File: src/rtl/vz_pkg.sv
// Shared types and constants for the VZ image loader.
package vz_pkg;

    typedef enum logic [2:0] {
        IDLE,
        HDR,
        WAIT_HOLD,
        DATA,
        PTR,
        FIN,
        ERR
    } vz_state_e;

    localparam int          VZ_HDR_LEN     = 24;
    // Magic words, first header byte in the top byte
    localparam logic [31:0] VZ_MAGIC_VZF0  = 32'h565A4630;
    localparam logic [31:0] VZ_MAGIC_BLANK = 32'h20200000;
    localparam logic [7:0]  VZ_TYPE_BASIC  = 8'hF0;
    localparam logic [7:0]  VZ_TYPE_BIN    = 8'hF1;

    function automatic logic [7:0] magic_byte(input logic [31:0] m, input logic [1:0] i);
        logic [7:0] b;
        case (i)
            2'd0:    b = m[31:24];
            2'd1:    b = m[23:16];
            2'd2:    b = m[15:8];
            default: b = m[7:0];
        endcase
        return b;
    endfunction

endpackage

File: src/rtl/vz_byte_fifo.sv
// Small synchronous byte FIFO; DEPTH must be a power of two.
module vz_byte_fifo #(
    parameter int DEPTH = 4
) (
    input  logic                     clk_i,
    input  logic                     rst_i,
    input  logic                     clr_i,
    input  logic                     push_i,
    input  logic                     pop_i,
    input  logic [7:0]               din_i,
    output logic [7:0]               dout_o,
    output logic [$clog2(DEPTH):0]   count_o,
    output logic                     full_o,
    output logic                     empty_o
);
    localparam int AW = $clog2(DEPTH);
    localparam int CW = AW + 1;

    logic [7:0]    mem_q [DEPTH];
    logic [AW-1:0] wp_q, rp_q;
    logic [CW-1:0] cnt_q;
    logic          do_push, do_pop;

    assign full_o  = (cnt_q == CW'(DEPTH));
    assign empty_o = (cnt_q == '0);
    assign count_o = cnt_q;
    assign dout_o  = mem_q[rp_q];
    assign do_push = push_i & ~full_o;
    assign do_pop  = pop_i & ~empty_o;

    always_ff @(posedge clk_i) begin
        if (do_push) mem_q[wp_q] <= din_i;
    end

    always_ff @(posedge clk_i or posedge rst_i) begin
        if (rst_i) begin
            wp_q  <= '0;
            rp_q  <= '0;
            cnt_q <= '0;
        end else if (clr_i) begin
            wp_q  <= '0;
            rp_q  <= '0;
            cnt_q <= '0;
        end else begin
            if (do_push) wp_q <= wp_q + 1'b1;
            if (do_pop)  rp_q <= rp_q + 1'b1;
            case ({do_push, do_pop})
                2'b10:   cnt_q <= cnt_q + 1'b1;
                2'b01:   cnt_q <= cnt_q - 1'b1;
                default: ;
            endcase
        end
    end

endmodule

File: src/rtl/vz_loader.sv
// VZ image loader: parses the header and streams ioctl bytes into RAM over req/ack.
// Optional VZ_AUTORUN_EN adds exec_req/exec_addr for binary images.
module vz_loader
    import vz_pkg::*;
#(
    parameter logic [7:0]  VZ_INDEX   = 8'd1,
    parameter int          FIFO_DEPTH = 4,
    parameter logic [15:0] PTR_START  = 16'h78A4,
    parameter logic [15:0] PTR_END    = 16'h78F9
) (
    input  logic        clk_sys,
    input  logic        reset,
    input  logic        dn_download,
    input  logic [7:0]  dn_index,
    input  logic        dn_wr,
    input  logic [15:0] dn_addr,
    input  logic [7:0]  dn_data,
    output logic        dn_wait,
    output logic        cpu_hold,
    input  logic        hold_ack,
    output logic        mem_req,
    input  logic        mem_ack,
    output logic [15:0] mem_addr,
    output logic [7:0]  mem_wdata,
    output logic        busy,
    output logic        done,
`ifdef VZ_AUTORUN_EN
    output logic        exec_req,
    output logic [15:0] exec_addr,
`endif
    output logic        err
);
    localparam int CW = $clog2(FIFO_DEPTH) + 1;

    vz_state_e     state_q;
    logic          dl_q;
    logic [4:0]    hidx_q;
    logic [15:0]   rx_cnt_q;
    logic          vzf_ok_q, alt_ok_q, vzf_ok_d, alt_ok_d;
    logic          is_basic_q;
    logic [15:0]   start_q, addr_q;
    logic          past_end_q, ovf_q;
    logic [1:0]    pidx_q;
    logic          req_q, busy_q, hold_q, done_q, err_q;
    logic [15:0]   maddr_q;
    logic [7:0]    mwdata_q;
`ifdef VZ_AUTORUN_EN
    logic          exec_q;
    logic [15:0]   exec_addr_q;
`endif

    logic [CW-1:0] fcount;
    logic [7:0]    fhead;
    logic          ffull, fempty;
    logic          start, push, pop, fclr, ord_bad, hdr_bad, go_err;
    logic [15:0]   ptr_word, ptr_base;

    assign start   = dn_download & ~dl_q & (dn_index == VZ_INDEX);
    assign push    = dn_wr & busy_q & ~start;
    assign ord_bad = push & (dn_addr != rx_cnt_q);
    assign fclr    = start | (state_q == ERR);
    assign dn_wait = (fcount >= CW'(FIFO_DEPTH - 1));
    assign go_err  = ord_bad | hdr_bad;

    assign ptr_word = pidx_q[1] ? addr_q : start_q;
    assign ptr_base = pidx_q[1] ? PTR_END : PTR_START;

    vz_byte_fifo #(.DEPTH(FIFO_DEPTH)) u_fifo (
        .clk_i   (clk_sys),
        .rst_i   (reset),
        .clr_i   (fclr),
        .push_i  (push),
        .pop_i   (pop),
        .din_i   (dn_data),
        .dout_o  (fhead),
        .count_o (fcount),
        .full_o  (ffull),
        .empty_o (fempty)
    );

    always_comb begin
        vzf_ok_d = vzf_ok_q & (fhead == magic_byte(VZ_MAGIC_VZF0, hidx_q[1:0]));
        alt_ok_d = alt_ok_q & (fhead == magic_byte(VZ_MAGIC_BLANK, hidx_q[1:0]));
        hdr_bad  = 1'b0;
        pop      = 1'b0;
        case (state_q)
            HDR: begin
                pop = ~fempty;
                // Download ending with the header still incomplete is a truncation
                if (fempty)               hdr_bad = ~dn_download;
                else if (hidx_q < 5'd4)   hdr_bad = ~(vzf_ok_d | alt_ok_d);
                else if (hidx_q == 5'd21) hdr_bad = (fhead != VZ_TYPE_BASIC) && (fhead != VZ_TYPE_BIN);
            end
            DATA:    pop = req_q ? mem_ack : (~fempty & past_end_q);
            default: ;
        endcase
    end

    always_ff @(posedge clk_sys or posedge reset) begin
        if (reset) begin
            state_q    <= IDLE;
            dl_q       <= 1'b0;
            hidx_q     <= '0;
            rx_cnt_q   <= '0;
            vzf_ok_q   <= 1'b0;
            alt_ok_q   <= 1'b0;
            is_basic_q <= 1'b0;
            start_q    <= '0;
            addr_q     <= '0;
            past_end_q <= 1'b0;
            ovf_q      <= 1'b0;
            pidx_q     <= '0;
            req_q      <= 1'b0;
            busy_q     <= 1'b0;
            hold_q     <= 1'b0;
            done_q     <= 1'b0;
            err_q      <= 1'b0;
            maddr_q    <= '0;
            mwdata_q   <= '0;
`ifdef VZ_AUTORUN_EN
            exec_q      <= 1'b0;
            exec_addr_q <= '0;
`endif
        end else begin
            dl_q   <= dn_download;
            done_q <= 1'b0;
`ifdef VZ_AUTORUN_EN
            exec_q <= 1'b0;
`endif
            if (push)         rx_cnt_q <= rx_cnt_q + 16'd1;
            if (push & ffull) err_q    <= 1'b1;

            if (start) begin
                state_q    <= HDR;
                busy_q     <= 1'b1;
                hold_q     <= 1'b1;
                err_q      <= 1'b0;
                rx_cnt_q   <= '0;
                hidx_q     <= '0;
                vzf_ok_q   <= 1'b1;
                alt_ok_q   <= 1'b1;
                req_q      <= 1'b0;
                pidx_q     <= '0;
                past_end_q <= 1'b0;
                ovf_q      <= 1'b0;
`ifdef VZ_AUTORUN_EN
                exec_addr_q <= '0;
`endif
            end else if (go_err) begin
                state_q <= ERR;
                req_q   <= 1'b0;
                busy_q  <= 1'b0;
                hold_q  <= 1'b0;
                err_q   <= 1'b1;
            end else begin
                case (state_q)
                    HDR: if (!fempty) begin
                        hidx_q <= hidx_q + 5'd1;
                        if (hidx_q < 5'd4) begin
                            vzf_ok_q <= vzf_ok_d;
                            alt_ok_q <= alt_ok_d;
                        end
                        if (hidx_q == 5'd21) is_basic_q   <= (fhead == VZ_TYPE_BASIC);
                        if (hidx_q == 5'd22) start_q[7:0] <= fhead;
                        if (hidx_q == 5'(VZ_HDR_LEN - 1)) begin
                            start_q[15:8] <= fhead;
                            addr_q        <= {fhead, start_q[7:0]};
                            state_q       <= WAIT_HOLD;
                        end
                    end
                    WAIT_HOLD: if (hold_ack) state_q <= DATA;
                    DATA: begin
                        if (req_q) begin
                            if (mem_ack) begin
                                req_q  <= 1'b0;
                                addr_q <= addr_q + 16'd1;
                                if (addr_q == 16'hFFFF) past_end_q <= 1'b1;
                            end
                        end else if (!fempty) begin
                            // Bytes beyond FFFF are popped and discarded by the pop logic
                            if (!past_end_q) begin
                                req_q    <= 1'b1;
                                maddr_q  <= addr_q;
                                mwdata_q <= fhead;
                            end else begin
                                ovf_q <= 1'b1;
                            end
                        end else if (!dn_download) begin
                            if (ovf_q) err_q <= 1'b1;
                            state_q <= is_basic_q ? PTR : FIN;
                            pidx_q  <= '0;
                        end
                    end
                    PTR: begin
                        if (req_q) begin
                            if (mem_ack) begin
                                req_q  <= 1'b0;
                                pidx_q <= pidx_q + 2'd1;
                                if (pidx_q == 2'd3) state_q <= FIN;
                            end
                        end else begin
                            req_q    <= 1'b1;
                            maddr_q  <= ptr_base + {15'd0, pidx_q[0]};
                            mwdata_q <= pidx_q[0] ? ptr_word[15:8] : ptr_word[7:0];
                        end
                    end
                    FIN: begin
                        done_q  <= ~err_q;
`ifdef VZ_AUTORUN_EN
                        exec_q  <= ~err_q & ~is_basic_q;
                        if (~err_q & ~is_basic_q) exec_addr_q <= start_q;
`endif
                        busy_q  <= 1'b0;
                        hold_q  <= 1'b0;
                        state_q <= IDLE;
                    end
                    ERR: begin
                        req_q  <= 1'b0;
                        busy_q <= 1'b0;
                        hold_q <= 1'b0;
                        err_q  <= 1'b1;
                        if (!dn_download) state_q <= IDLE;
                    end
                    default: ;
                endcase
            end
        end
    end

    assign mem_req   = req_q;
    assign mem_addr  = maddr_q;
    assign mem_wdata = mwdata_q;
    assign busy      = busy_q;
    assign cpu_hold  = hold_q;
    assign done      = done_q;
    assign err       = err_q;
`ifdef VZ_AUTORUN_EN
    assign exec_req  = exec_q;
    assign exec_addr = exec_addr_q;
`endif

endmodule

File: config.mk
export PLATFORM = sky130hd
export DESIGN_NAME = vz_loader
export DESIGN_NICKNAME = d
export VERILOG_FILES = /design/src/rtl/vz_pkg.sv /design/src/rtl/vz_byte_fifo.sv /design/src/rtl/vz_loader.sv
export SDC_FILE = /design/constraint.sdc
export NUM_CORES = 1
export LEC_CHECK = 0
export BUFFER_PORTS_ARGS = -buffer_cell sky130_fd_sc_hd__buf_2
export CAP_MARGIN = 20
export CORE_ASPECT_RATIO = 1.2
export CORE_UTILIZATION = 48
export DETAILED_ROUTE_END_ITERATION = 16
export PLACE_DENSITY = 0.7
export SETUP_SLACK_MARGIN = 0.5
export SLEW_MARGIN = 25
export SYNTH_ARGS = -nofsm -noshare
export SYNTH_HDL_FRONTEND = slang
export SYNTH_SLANG_ARGS = --single-unit
File: constraint.sdc
create_clock -name clk_sys -period 3.3 [get_ports clk_sys]
set_input_delay 0 -clock clk_sys [delete_from_list [all_inputs] [get_ports clk_sys]]
set_output_delay 0 -clock clk_sys [all_outputs]
set_load 0.01 [all_outputs]
==> results of run 1 <==
what timing repair did:
action / in CTS / in global routing
hold buffers: 12 / 0
pin swaps: 1 / 11
endpoints found under the hold margin: 77 / 0
buffers inserted: 18 / 3
endpoints found under the setup margin: 42 / 47
resized for setup: 11 / 33
power breakdown:
part	internal, W	leakage [nW]	total (W)	switching, W
clock	0.00102	0.243	0.00173	0.000707
combinational	0.000890	1.87	0.00202	0.00113
sequential	0.00193	1.59	0.00232	0.000387
worst max-delay path by stage:
stage	end	slack, ns	depth (start not counted)	startpoint
3_3_place_gp	start_q[9]$_DFFE_PP0P_	0.22	8	u_fifo.rp_q[0]$_DFFE_PP0P_
4_1_cts	start_q[9]$_DFFE_PP0P_	0.32	8	u_fifo.rp_q[0]$_DFFE_PP0P_
6_report	start_q[2]$_DFFE_PP0P_	0.31	9	u_fifo.rp_q[0]$_DFFE_PP0P_
5_1_grt	start_q[6]$_DFFE_PP0P_	0.22	9	u_fifo.rp_q[0]$_DFFE_PP0P_
2_1_floorplan	start_q[12]$_DFFE_PP0P_	0.42	8	u_fifo.rp_q[0]$_DFFE_PP0P_
3_5_place_dp	start_q[2]$_DFFE_PP0P_	0.15	8	u_fifo.rp_q[0]$_DFFE_PP0P_
metrics by stage:
stage                     cell area, sq um  total power (W)  cells  hold slack, ns
after floorplan                       6930          0.00354    646          0.0314
after global placement                7420          0.00408    861         0.00155
after detailed placement              7420          0.00414    861         0.00628
after CTS                             8270          0.00602    923           0.112
after global routing                  8370          0.00640    926           0.149
final                                 8370          0.00608    926           0.104
logic make-up (layout without fill, tap and decap cells):
group / count (synthesis) / count (layout) / synth area share
buffers and inverters: 50 / 159 / 0.0309
adder cells (fa/ha/maj): 13 / 13 / 0.0246
AND/OR/NAND/NOR: 226 / 226 / 0.161
multiplexers: 51 / 51 / 0.114
AO/OA/AOI/OAI: 136 / 136 / 0.124
XOR/XNOR: 39 / 39 / 0.0493
flip-flops: 131 / 131 / 0.496
tightest hold or removal path, cell delays in order:
cell	delay [ns]
dlygate4sd3_1	0.53
buf_2	0.13
inv_4	0.26
cell usage in the layout, fill, tap and decap left out, types with 8 or more instances in the layout:
cell / count
nand3_1: 14
buf_2: 67
o21ai_0: 41
edfxtp_1: 32
or3_1: 11
nand2_1: 57
mux2_4: 16
nor3_1: 9
xnor2_1: 13
nor2_1: 69
dfrtp_1: 98
o31ai_1: 12
a21oi_1: 31
mux2i_1: 17
o21ai_1: 14
mux4_2: 16
xor2_1: 26
dlygate4sd3_1: 12
clkinvlp_4: 8
inv_1: 13
buf_4: 22
ha_1: 12
and3_1: 12
buf_6: 12
clkbuf_16: 17
metal layers:
layer  GRT usage  up-vias
li1            -     2532
met1       0.284     2643
met2       0.412      188
met3      0.0487       58
met4       0.155        0
met5           0        -
registers in the layout (all words and copies together), names as in the netlist, 2 cells and up:
signal / count
u_fifo.count_o: 3
addr_q: 16
u_fifo.rp_q: 2
pidx_q: 2
u_fifo.wp_q: 2
state_q: 3
mem_wdata: 8
mem_addr: 16
u_fifo.mem_q: 32
start_q: 16
rx_cnt_q: 16
hidx_q: 5
layout make-up:
type                       count  area [sq um]  share of cell area
sequential                   131          3440               0.411
inverter                      14          55.1             0.00658
clock buffer                  18           429              0.0513
clock inverter                14           118              0.0140
multi-input combinational    465          3360               0.401
tap                          171           214              0.0256
timing repair buffer         113           756              0.0903
==> flow_metrics.env, run 1 <==
export IMPL_synth_top_area_frac=0.358
export IMPL_critPathKind="reg -> reg"
export IMPL_maxSlewHeadroom=0.584
export IMPL_syn_num_nets=697
export IMPL_dp_hpwl_mm=12.0
export IMPL_synth_seq_cells=131
export IMPL_globalplace_congestion=0.999
export IMPL_start_util=0.497
export IMPL_synth_cells=646
export IMPL_finalMaxSlewViolations=0
export IMPL_grt_total_usage=0.244
export IMPL_syn_to_final_growth_pct=20.8
export IMPL_finalCritPeriodShare=0.905
export IMPL_core_area_sq_um=13900
export IMPL_routed_top_layer="met4"
export IMPL_violations="design-rule violations"
export IMPL_ys_types=62
export IMPL_worstSetupStartpointType="flip-flop"
export IMPL_insertion_delay_ns=0.42
export IMPL_final_min_clock_period_ns=2.99
export IMPL_post_route_util=0.601
export IMPL_crit_path_end_kind="flip-flop"
export IMPL_final_layout_size_suffix_gt1_frac=0.252
export IMPL_cts_sinks=131
export IMPL_syn_cell_area_sq_um=6930
export IMPL_diodes=0
export IMPL_post_place_ws_ns=0.146
export IMPL_die_area_sq_um=14900
export IMPL_synth_area_top_cells="dfrtp_1 36%, edfxtp_1 14%, mux4_2 5.2%"
export IMPL_setup_tns_ns=0
export IMPL_tightest_slew_ns=0.624
export IMPL_worstHoldPathType="in -> async"
export IMPL_ys_seq_area_frac=0.496
export IMPL_arrival_ns=3.29
export IMPL_worstPathMaxFanout=8
export IMPL_die_w_um=112
export IMPL_netlist_top_cells_count="99 x dfrtp_1, 71 x nor2_1, 59 x nand2_1"
export IMPL_required_ns=3.61
export IMPL_grt_setup_unrepaired="yes"
export IMPL_grt_pass1_wl_mm=27.9
export IMPL_cp_num_buf_inv=2
export IMPL_power_leakage_nw=3.71
export IMPL_via_per_inst=5.85
export IMPL_drt_met1_wl_mm=6.68
export IMPL_grt_max_degree=49
export IMPL_yosysMostFrequentCell="dfrtp_1"
export IMPL_setup_viol=0
export IMPL_reg2reg_depth=9
export IMPL_num_vias=5421
export IMPL_final_nets=793
export IMPL_synthArstFlopShare=0.756
export IMPL_routedWlPerCell_um=18.3
export IMPL_cts_buffer_depth=2
export IMPL_cts_root_buffer="clkbuf_16"
export IMPL_reg2reg_to="start_q[2]$_DFFE_PP0P_"
export IMPL_wl_met3_um=822
export IMPL_io_pins=68
export IMPL_drtAntennaViolNets=0
export IMPL_n_fill_cell=1139
export IMPL_synth_edf_count=32
export IMPL_place_port_buffers=67
export IMPL_drtIter0Drc=239
export IMPL_yosys_warnings=0
export IMPL_wirelength_mm=16.9
export IMPL_grt_pass1_vias=5544
export IMPL_outcome="finished with violations"
export IMPL_max_freq_mhz=335
export IMPL_synth_area_leader_cell="dfrtp_1"
export IMPL_hold_viol=0
export IMPL_crit_chain="buf_6 > mux4_2 > buf_6 > and4bb_1 > o2111a_1 > a211o_4 > nand4_1 > or3_4 > mux2_4"
export IMPL_dieHeight_um=134
export IMPL_cpMostUsedCell="buf_6"
export IMPL_cellPowerDensity_nw_per_um2=726
export IMPL_htree_levels=4
export IMPL_drc=5
export IMPL_drt_pass1_iterations=11
export IMPL_ir_worst_vdd_uv=383
export IMPL_met2_length_mm=8.71
export IMPL_overflow=0
export IMPL_maxCapViolations=0
export IMPL_cp_slowest_stage_delay_ns=0.54
export IMPL_r2r_start="u_fifo.rp_q[0]$_DFFE_PP0P_"
export IMPL_crit_slowest_cell="mux4_2"
export IMPL_tritoncts="done"
export IMPL_postSynthAreaPerCell_sq_um=10.7
export IMPL_synth_flop_cell="dfrtp_1"
export IMPL_path_delay_family="simple AND/OR/NAND/NOR gates"
export IMPL_finClkSkew_ns=0.0107
export IMPL_cts_made_buffers=17
export IMPL_rrSetupSlack_ns=0.31
export IMPL_fp_row_count=47
export IMPL_path_clk_slew_ns=0.06
export IMPL_fin_ws_ns=0.314
export IMPL_antenna_found_initial=0
Note: power is estimated with default switching activity, not from simulation.
==> run 2, diff against run 1 <==
- CORE_UTILIZATION: 48 -> 45
- PLACE_DENSITY: 0.7 -> unset
==> run 2 against run 1 <==
  * The run now ends clean
  * Wire length up 4.1%
  * Clock power up 9%
  * Sequential share of layout area down 1.6 points
  * Worst hold slack better by 0.13 ns
  * Design area up 4.0%
  * Largest cell class is now multi-input gates
  * Maximum frequency down 1.7%
  * Register-to-register slack worse by 0.05 ns
  * Sequential power down 2%
  * Global-route usage down 0.83 points
  * Non-clock buffer count up 13
==> flow_metrics.env, run 2 (synthesis results as in run 1) <==
export IMPL_core_area_sq_um=15000
export IMPL_tightest_slew_ns=0.742
export IMPL_outcome="finished clean"
export IMPL_finalCritPeriodShare=0.921
export IMPL_setup_viol=0
export IMPL_num_vias=5380
export IMPL_drtIter0Drc=296
export IMPL_via_per_inst=5.54
export IMPL_max_freq_mhz=329
export IMPL_grt_max_degree=80
export IMPL_drt_pass1_iterations=4
export IMPL_dieHeight_um=138
export IMPL_globalplace_congestion=0.956
export IMPL_final_nets=806
export IMPL_maxCapViolations=0
export IMPL_drc=0
export IMPL_arrival_ns=3.34
export IMPL_cts_sinks=131
export IMPL_whs_ns=0.234
export IMPL_routedWlPerCell_um=18.2
export IMPL_io_pins=68
export IMPL_n_fill_cell=1275
export IMPL_critPathKind="reg -> reg"
export IMPL_final_min_clock_period_ns=3.04
export IMPL_mostFrequentLayoutCell="dfrtp_1"
export IMPL_overflow=0
export IMPL_tritoncts="done"
export IMPL_worstSetupStartpointType="flip-flop"
export IMPL_syn_to_final_growth_pct=25.6
export IMPL_start_util=0.461
export IMPL_worstPathMaxFanout=8
export IMPL_use_met1=0.276
export IMPL_grt_setup_unrepaired="yes"
export IMPL_diodes=0
export IMPL_drtAntennaViolNets=0
export IMPL_layout_common_cells="97 x dfrtp_1, 68 x nor2_1, 68 x buf_2, 56 x nand2_1, 38 x o21ai_0"
export IMPL_hold_viol=0
export IMPL_post_place_ws_ns=0.0480
export IMPL_maxSlewHeadroom=0.505
export IMPL_cts_buffer_depth=2
export IMPL_grt_pass1_wl_mm=28.1
export IMPL_path_clk_slew_ns=0.06
export IMPL_worstHoldPathType="in -> reg"
export IMPL_grt_total_usage=0.235
export IMPL_crit_path_end_kind="flip-flop"
export IMPL_fin_area_sq_um=8700
export IMPL_htree_levels=4
export IMPL_ir_worst_vdd_uv=313
export IMPL_cts_made_buffers=17
export IMPL_place_port_buffers=67
export IMPL_power_leakage_nw=3.84
export IMPL_finalMaxSlewViolations=0
export IMPL_grtUsageMet2=0.417
export IMPL_fin_ws_ns=0.262
export IMPL_setup_tns_ns=0
export IMPL_grt_use_met3=0.0459
export IMPL_final_layout_size_suffix_gt1_frac=0.288
export IMPL_grt_busiest_layer="met2"
export IMPL_top_register="u_fifo.mem_q"
export IMPL_die_area_sq_um=15900
export IMPL_antenna_found_initial=0
export IMPL_largest_reg_flops=32
export IMPL_dp_hpwl_mm=12.1
export IMPL_place_area_sq_um=7490
export IMPL_grt_pass1_vias=5351
export IMPL_wirelength_mm=17.6
export IMPL_die_w_um=115
export IMPL_insertion_delay_ns=0.42
export IMPL_post_route_util=0.579
export IMPL_fp_row_count=49
export IMPL_finClkSkew_ns=0.00795
export IMPL_cts_root_buffer="clkbuf_16"
export IMPL_required_ns=3.60
export IMPL_cellPowerDensity_nw_per_um2=735
-- run 2: cell count changes in the layout (fill, tap and decap cells not counted), moves of 3 or more --
cell        delta
clkinvlp_4     -3
o21ai_2        +5
buf_6          -5
nor3_4         +3
buf_4         +14
o21ai_0        -3
xnor2_1        -3
o31ai_1        -6
clkinv_2       -3
xnor2_2        +3
nor3_2         -3
o31ai_2        +4
-- run 2: repair_timing --
item / in CTS / in global routing
resized for setup: 9 / 62
endpoints found under the hold margin: 112 / 0
buffers inserted: 19 / 10
hold buffers: 12 / 0
endpoints found under the setup margin: 43 / 44
cloned: 0 / 1
pin swaps: 5 / 21
-- run 2: stage by stage --
step                power, W  std cells
finish               0.00640        971
floorplan            0.00354        646
CTS                  0.00622        960
detailed placement   0.00416        898
global route         0.00679        971
global placement     0.00413        898
-- run 2: path summary, 6_finish.rpt --
| kind | start | end | slack [ns] | depth (start not counted) |
|---|---|---|---|---|
| min reg2reg | mem_wdata[7]$_DFFE_PP0P_ | mem_wdata[7]$_DFFE_PP0P_ | 0.47 | 2 |
| min in group asynchronous | reset | mem_addr[4]$_DFFE_PP0P_ | 0.26 | 3 |
| min | dn_index[2] | cpu_hold$_DFFE_PP0P_ | 0.23 | 5 |
| max in group asynchronous | reset | u_fifo.rp_q[1]$_DFFE_PP0P_ | 2.36 | 4 |
| max | u_fifo.rp_q[0]$_DFFE_PP0P_ | start_q[4]$_DFFE_PP0P_ | 0.26 | 9 |
| max reg2reg | u_fifo.rp_q[0]$_DFFE_PP0P_ | start_q[4]$_DFFE_PP0P_ | 0.26 | 9 |
-- run 2: cell type report --
class / count / area [sq um] / share of cell area
Sequential cell: 131 / 3440 / 0.395
Clock inverter: 13 / 161 / 0.0185
Multi-Input combinational cell: 465 / 3490 / 0.401
Timing Repair Buffer: 126 / 870 / 0.0999
Inverter: 14 / 57.6 / 0.00661
Clock buffer: 18 / 429 / 0.0493
Tap cell: 204 / 255 / 0.0293
-- run 2: power breakdown --
group | switching, W | total (W) | internal [W]
Clock | 0.000702 | 0.00188 | 0.00118
Sequential | 0.000345 | 0.00228 | 0.00193
Combinational | 0.00124 | 0.00224 | 0.000997
Total | 0.00229 | 0.00640 | 0.00411
-- run 2: worst max-delay path, cell delays in order, from the launching register on --
cell	delay (ns)
dfrtp_2	0.43
buf_6	0.15
buf_4	0.11
mux4_2	0.57
nor4_4	0.24
and4_4	0.26
a211o_4	0.12
nand4_1	0.17
or3_4	0.52
mux2_4	0.33
-- run 2: layer usage --
metal  share of wire  vias up  wire length, um
met5               0        -                0
met4           0.032        0              565
met3           0.037       35              659
met2            0.52      145             9180
met1            0.41     2637             7240
li1                -     2563                -
